## config.mk

```make
export PLATFORM = sky130hd
export DESIGN_NAME = hazard_manager
export DESIGN_NICKNAME = d
export VERILOG_FILES = /design/src/rtl/hazard_manager.sv
export SDC_FILE = /design/constraint.sdc
export NUM_CORES = 1
export LEC_CHECK = 0
export ABC_AREA = 0
export CORE_UTILIZATION = 67
export CTS_BUF_LIST = sky130_fd_sc_hd__clkbuf_2
export CTS_CLUSTER_SIZE = 8
export DETAILED_ROUTE_END_ITERATION = 10
export DONT_BUFFER_PORTS = 1
export GPL_TIMING_DRIVEN = 0
export PLACE_DENSITY = 0.85
export SYNTH_ARGS = -nofsm -noshare
export SYNTH_HDL_FRONTEND = slang
export SYNTH_SLANG_ARGS = --single-unit
export TNS_END_PERCENT = 20
```

## constraint.sdc

```tcl
create_clock -name clk -period 5.1 [get_ports clk]
set_clock_uncertainty 0.05 [all_clocks]
set_input_delay 1.53 -clock clk [delete_from_list [all_inputs] [get_ports clk]]
set_output_delay 1.53 -clock clk [all_outputs]
set_load 0.05 [all_outputs]
```

## src/rtl/hazard_manager.sv

```systemverilog
// Hazard unit for the five-stage MIPS pipeline: RAW forwarding selects, load-use and
// branch-operand bubbles, a data-memory wait/timeout FSM and saturating perf counters.
module hazard_manager #(
  parameter int MEM_TIMEOUT = 16,
  parameter int CNT_W       = 16
) (
  input  logic             clk,
  input  logic             rst,
  input  logic [4:0]       rs_D,
  input  logic [4:0]       rt_D,
  input  logic [4:0]       rs_E,
  input  logic [4:0]       rt_E,
  input  logic [4:0]       dst_E,
  input  logic [4:0]       dst_M,
  input  logic [4:0]       dst_W,
  input  logic             wriSigEXEC,
  input  logic             wriSigMEMO,
  input  logic             wriSigWRIT,
  input  logic             wriRegFromMemEXEC,
  input  logic             wriRegFromMemMEMO,
  input  logic             wriMemorySigEXEC,
  input  logic             wriMemorySigMEMO,
  input  logic             BEQBNE,
  input  logic             JR,
  input  logic             memReady,
  output logic             stall,
  output logic             stop,
  output logic             fwdA_D,
  output logic             fwdB_D,
  output logic [1:0]       fwdA_E,
  output logic [1:0]       fwdB_E,
  output logic             memFault,
  output logic [CNT_W-1:0] stallCount,
  output logic [CNT_W-1:0] stopCount
);

  typedef enum logic [1:0] {S_IDLE, S_WAIT, S_FAULT} state_t;

  localparam logic [15:0]      LP_LAST = 16'(MEM_TIMEOUT - 1);
  localparam logic [CNT_W-1:0] LP_CMAX = {CNT_W{1'b1}};

  state_t      r_state, w_next;
  logic [15:0] r_waitCnt, w_waitCnt;
  logic        w_memReq, w_memWait, w_loadUse, w_branch, w_memAlu;

  // $zero is never a real producer, so it never forwards or stalls.
  function automatic logic hit(input logic [4:0] s, input logic [4:0] d, input logic w);
    return w && (d != 5'd0) && (d == s);
  endfunction

  // A LW in MEMORY has no value yet, so its ALU-result path must not be forwarded.
  assign w_memAlu = wriSigMEMO && !wriRegFromMemMEMO;

  always_comb begin
    fwdA_E = 2'd0;
    fwdB_E = 2'd0;
    if (hit(rs_E, dst_M, w_memAlu))        fwdA_E = 2'd2;
    else if (hit(rs_E, dst_W, wriSigWRIT)) fwdA_E = 2'd1;
    if (hit(rt_E, dst_M, w_memAlu))        fwdB_E = 2'd2;
    else if (hit(rt_E, dst_W, wriSigWRIT)) fwdB_E = 2'd1;
  end

  assign fwdA_D = hit(rs_D, dst_M, w_memAlu);
  assign fwdB_D = hit(rt_D, dst_M, w_memAlu);

  assign w_loadUse = wriRegFromMemEXEC &&
                     (hit(rs_D, dst_E, 1'b1) || hit(rt_D, dst_E, 1'b1));

  assign w_branch = (BEQBNE || JR) &&
                    (hit(rs_D, dst_E, wriSigEXEC) || hit(rs_D, dst_M, wriRegFromMemMEMO) ||
                     (BEQBNE && (hit(rt_D, dst_E, wriSigEXEC) ||
                                 hit(rt_D, dst_M, wriRegFromMemMEMO))));

  assign w_memReq  = wriMemorySigMEMO || wriRegFromMemMEMO;
  assign w_memWait = w_memReq && !memReady;

  assign stop     = w_memWait || (r_state == S_FAULT);
  assign stall    = (w_loadUse || w_branch) && !stop;
  assign memFault = (r_state == S_FAULT);

  always_comb begin
    w_next    = r_state;
    w_waitCnt = r_waitCnt;
    case (r_state)
      S_IDLE:
        if (w_memWait) begin
          w_next    = S_WAIT;
          w_waitCnt = 16'd1;
        end
      S_WAIT:
        if (memReady) begin
          w_next    = S_IDLE;
          w_waitCnt = 16'd0;
        end else if (r_waitCnt == LP_LAST) begin
          w_next = S_FAULT;
        end else begin
          w_waitCnt = r_waitCnt + 16'd1;
        end
      default: w_next = S_FAULT;
    endcase
  end

  always_ff @(posedge clk) begin
    if (rst) begin
      r_state    <= S_IDLE;
      r_waitCnt  <= 16'd0;
      stallCount <= '0;
      stopCount  <= '0;
    end else begin
      r_state   <= w_next;
      r_waitCnt <= w_waitCnt;
      if (stall && stallCount != LP_CMAX) stallCount <= stallCount + 1'b1;
      if (stop  && stopCount  != LP_CMAX) stopCount  <= stopCount + 1'b1;
    end
  end

endmodule

```

# Word-level counts from Yosys, hierarchy flattened

Index checks and enable logic that the tools add are counted.

Flip-flop bits (word level): 50
Logic and storage cells: 77

Add/subtract/negate cells: 3
Equal/unequal tests: 16
Mux-type cells: 12
Reductions and logical operators: 42

Operators by type and width:

| kind                                                             | count |
|---|---|
| 16-bit by 1-bit adder with 16-bit output, second input constant  | 3 |
| 16-bit 2-to-1 mux                                                | 3 |
| 5-bit == test                                                    | 8 |
| 16-bit inequality test, second input constant                    | 2 |
| 16-bit one-hot mux with 2 select lines                           | 1 |
| 1-bit logical AND                                                | 24 |
| 16-bit by 4-bit == test with 1-bit output, second input constant | 1 |
| 5-bit nonzero test                                               | 3 |
| 2-bit 2-to-1 mux                                                 | 5 |
| 1-bit logical OR                                                 | 8 |
| 3-bit inequality test, second input constant                     | 2 |
| 2-bit one-hot mux with 2 select lines                            | 1 |
| 1-bit zero test                                                  | 3 |
| 3-bit AND reduction                                              | 1 |
| 2-bit by 1-bit == test with 1-bit output, second input constant  | 1 |
| 2-bit == test, second input constant                             | 1 |
| 2-bit zero test                                                  | 1 |
| 1-bit 2-to-1 mux                                                 | 2 |
| 2-bit inequality test, second input constant                     | 1 |
| 2-bit AND reduction                                              | 1 |
| 2-bit nonzero test                                               | 1 |

# Depth between registers and ports, before layout

Word-level depth: 10
Mapped depth: 9
Depth with buffers taken out: 8

# Worst setup path before layout

Ideal clock, no wire load.

Kind: input to output
From: input port dst_M[2]
To: output port fwdA_E[0]
Arrival: 4311 ps
Data required time: 3520 ps
Setup slack: -791 ps
Stages on the path: 6
Path buffers: 1
Path through: buf_2 > nor3_1 > nand2_1 > nand3b_1 > nor4_1 > nor4_1

Word-level cells in the longest chain between the ends: 4
Elaborated cells between the ends (all ways): 5

Ends and longest elaborated chain:

| item                | RTL line | text |
|---|---|---|
| from (decl)         | 14       | `input logic [4:0] dst_M,` |
| 5-bit nonzero test  | 48       | `return w && (d != 5'd0) && (d == s);` |
| 1-bit logical AND   | 48       |  |
| 1-bit logical AND * | 48       |  |
| 2-bit 2-to-1 mux *  | 57       | `if (hit(rs_E, dst_M, w_memAlu)) fwdA_E = 2'd2;` |
| to (decl)           | 30       | `output logic [1:0] fwdA_E,` |

Every way passes the cells marked *; elsewhere a longest branch is shown, timed or not.

# Final worst setup path

From: input port dst_M[2]
To: output port fwdB_E[0]

Word-level cells in the longest chain between the ends: 4
Elaborated cells between the ends (all ways): 5

Ends and longest elaborated chain:

| item                | RTL line | text |
|---|---|---|
| 5-bit nonzero test  | 48       |  |
| 1-bit logical AND   | 48       |  |
| 1-bit logical AND * | 48       |  |
| 2-bit 2-to-1 mux *  | 59       | `if (hit(rt_E, dst_M, w_memAlu)) fwdB_E = 2'd2;` |
| to (decl)           | 31       | `output logic [1:0] fwdB_E,` |

Marked as above.

==> flow_summary.ini <==
[outcome]
status = complete, but fails checks
violations = negative setup slack

[critical_path]
crit_chain = buf_2, nor3_1, nand2_1, nand3b_1, nor4_2, nor4_2
worstReg2RegStart = stallCount[0]$_SDFFE_PP0P_
reg2reg_depth = 7
cp_common_cell = nor4_2
worstSetupStartpointType = input port
crit_path_end_kind = output pin
cpMaxStageDelayCell = nor4_2
critPathArrivalTime_ns = 3.53
cp.required_ns = 3.52
r2r_slack_ns = 2.34
cp_slowest_stage_delay_ns = 1.13
r2r-end = stallCount[4]$_SDFFE_PP0P_
startpoint = dst_M[2]
crit_path_end = fwdB_E[0]
path_max_fanout = 5
worst-setup-path-type = input port to output pin

[final_layout]
nFillCells = 355
register_area_sq_um = 1000
synthToLayoutAreaGrowth_pct = 5.37
final_layout_size_suffix_gt1_frac = 0.0822
antennaDiodeCount = 0
utilization = 0.739
fin_nets = 426
multiInputGateArea_sq_um = 1950
fin_area_sq_um = 3220

[floorplan]
initial_core_util = 0.701
die_w_microns = 69.5
design.core.area_sq_um = 4350
dieArea_sq_um = 4830
num_rows = 24
die_h_microns = 69.5
ios = 88

[yosys]
synthAdderAreaFrac = 0.0123
syn_area_per_cell_sq_um = 8.28
ys_ff_latch = 50
synthesis.nets = 419
synth_compound_area_frac = 0.113
yosys.area_share.simple = 0.294
synth_cell_types = 52
syn-cell-area_sq_um = 3050
synth_top_family_by_area = simple AND/OR/NAND/NOR gates
synthCells = 369
synth-main-ff-cell = dfxtp_1
synth_edf_count = 0
synth_mux_area_frac = 0.0324
synth-warning-count = 0
synthArstFlopShare = 0
synth-xor-area-share = 0.178
yosysSeqAreaShare = 0.328

[route]
top_layer_used = met4
drt_wl_total_mm = 6.91
via_count = 2723
drcViolationCount = 0
drtIter0Drc = 168
firstDrtPassIters = 4
viasPerCell = 6.35
met1_length_mm = 2.84
wl_per_cell_microns = 16.1
wl_met2_mm = 3.40
wl_met3_microns = 507
drt.antenna.violating_nets = 0

[clock_tree]
clock_latency_ns = 0.45
clkSinkCount = 50
clk_pin_slew_ns = 0.27
cts.htree.levels = 2
cts_made_buffers = 5
clock_path_buffers = 2
cts_setup_buffers = 0
cts_tree = done
root_buffer = clkbuf_2

[placed_design]
gp_congestion = 0.872
place_hpwl_mm = 5.27
io_buffers = 0
place_area_sq_um = 3140

[timing]
rsz0062_at_grt = true
fmax_mhz = 196
slew_headroom = 0.127
worst_pin_slew_ns = 1.30
min_period_ns = 5.11
hold_viol_final = 0
setup_viol = 2
maxSlewViolCount = 0
final.setup.worst_slack_ns = -0.00570
final.period_utilization = 1.00

[run]
drv_cap = 0

[power_and_ir_drop]
p_seq_frac = 0.577
power_density_nw_per_um2 = 220
p_int_mw = 0.515
combPwrFrac = 0.113
leakage_nw = 1.08
p_switching_mw = 0.192
p_total_mw = 0.707
switching_share = 0.271
max-vdd-ir-drop_mv = 0.257
clockPowerShare = 0.310

[global_routing]
track_usage = 0.286
grt_overflow = 0
antenna_found_initial = 0
grt_pass1_wl_mm = 11.3
grt_pass1_vias = 2638
grt_max_degree = 18

[hold_path]
min_path_type = flip-flop to flip-flop
min_path_cells = 2
hp-start = r_waitCnt[10]$_SDFFE_PP0P_
-- per-layer routing --
layer / vias up / GRT usage
li1: 1326 / -
met1: 1275 / 0.330
met2: 102 / 0.499
met3: 20 / 0.0785
met4: 0 / 0.113
met5: - / 0
-- timing repair --
item                                    in CTS  in global routing
endpoints found under the setup margin       1                  2
gates resized for setup                      0                  0
hold buffers                                 0                  0
cloned                                       0                  0
-- layout make-up --
type                            instances  area share
Tap cell                               52      0.0202
Clock buffer                            5     0.00778
Buffer                                 14      0.0268
Multi-Input combinational cell        293       0.605
Clock inverter                          3      0.0152
Sequential cell                        50       0.311
Inverter                               12      0.0140
-- cell usage in the layout (no fill, tap or decap), drive strengths merged, types with 3 or more instances in the layout --
master	count
clkbuf	11
nand2	17
or3	10
nor3	13
nor2	54
xor2	45
or4	6
xnor2	17
and3	4
o21ai	12
dfxtp	50
a31oi	3
nand3	19
inv	13
o41ai	3
nand4	12
a21oi	18
ha	3
a211oi	3
buf	8
nor2b	6
nor4	14
mux2	7
-- how the worst min path moves through the flow --
stage / slack, ns / endpoint
final: 0.47 / r_waitCnt[10]$_SDFFE_PP0P_
after global placement: 0.43 / r_waitCnt[10]$_SDFFE_PP0P_
after CTS: 0.47 / r_waitCnt[10]$_SDFFE_PP0P_
after detailed placement: 0.44 / r_waitCnt[10]$_SDFFE_PP0P_
after floorplan: 0.42 / r_waitCnt[13]$_SDFFE_PP0P_
after global routing: 0.51 / r_waitCnt[14]$_SDFFE_PP0P_
-- critical path: cells and delay by family --
kind,cells,cell delay [ns]
buf+inv,1,0.16
simple gates,5,1.83
-- through the flow --
step	cells	setup TNS (ns)	worst slack [ns]	hold WS [ns]
floorplan	369	-0.284	-0.284	0.416
global placement	421	-0.415	-0.415	0.431
detailed placement	421	-0.0154	-0.0120	0.444
CTS	429	-0.0132	-0.0132	0.472
global route	429	-0.183	-0.0964	0.508
finish	429	-0.0107	-0.00570	0.472
-- registers in the layout, indices dropped and copies added, names as in the netlist --
name        flops
stallCount     16
r_waitCnt      16
r_state         2
stopCount      16
-- cell families (layout without fill, tap and decap cells) --
family	after synthesis	in the layout
AND/OR/NAND/NOR	167	167
XOR/XNOR	62	62
AO/OA/AOI/OAI	52	52
flip-flops	50	50
buffers and inverters	26	34
multiplexers	9	9
adder cells (fa/ha/maj)	3	3
-- synthesized netlist by cell type (all sizes together) (10+ instances only) --
cell type / n / area (sq um)
or3: 10 / 62.6
nand3: 19 / 95.1
dfxtp: 50 / 1000
a21oi: 18 / 90.1
nor3: 13 / 65.1
xor2: 45 / 394
inv: 12 / 45.0
nand4: 12 / 81.3
nand2: 17 / 63.8
nor2: 54 / 219
xnor2: 17 / 149
nor4: 14 / 100
o21ai: 12 / 63.8
-- power by group through the flow --
stage,sequential [mW],clock [mW],combinational [mW]
finish,0.407,0.219,0.0801
global route,0.408,0.243,0.0873
global placement,0.414,0,0.0761
floorplan,0.413,0,0.0670
detailed placement,0.414,0,0.0792
CTS,0.407,0.224,0.0798
No activity file was read; power rests on OpenSTA's default activity.
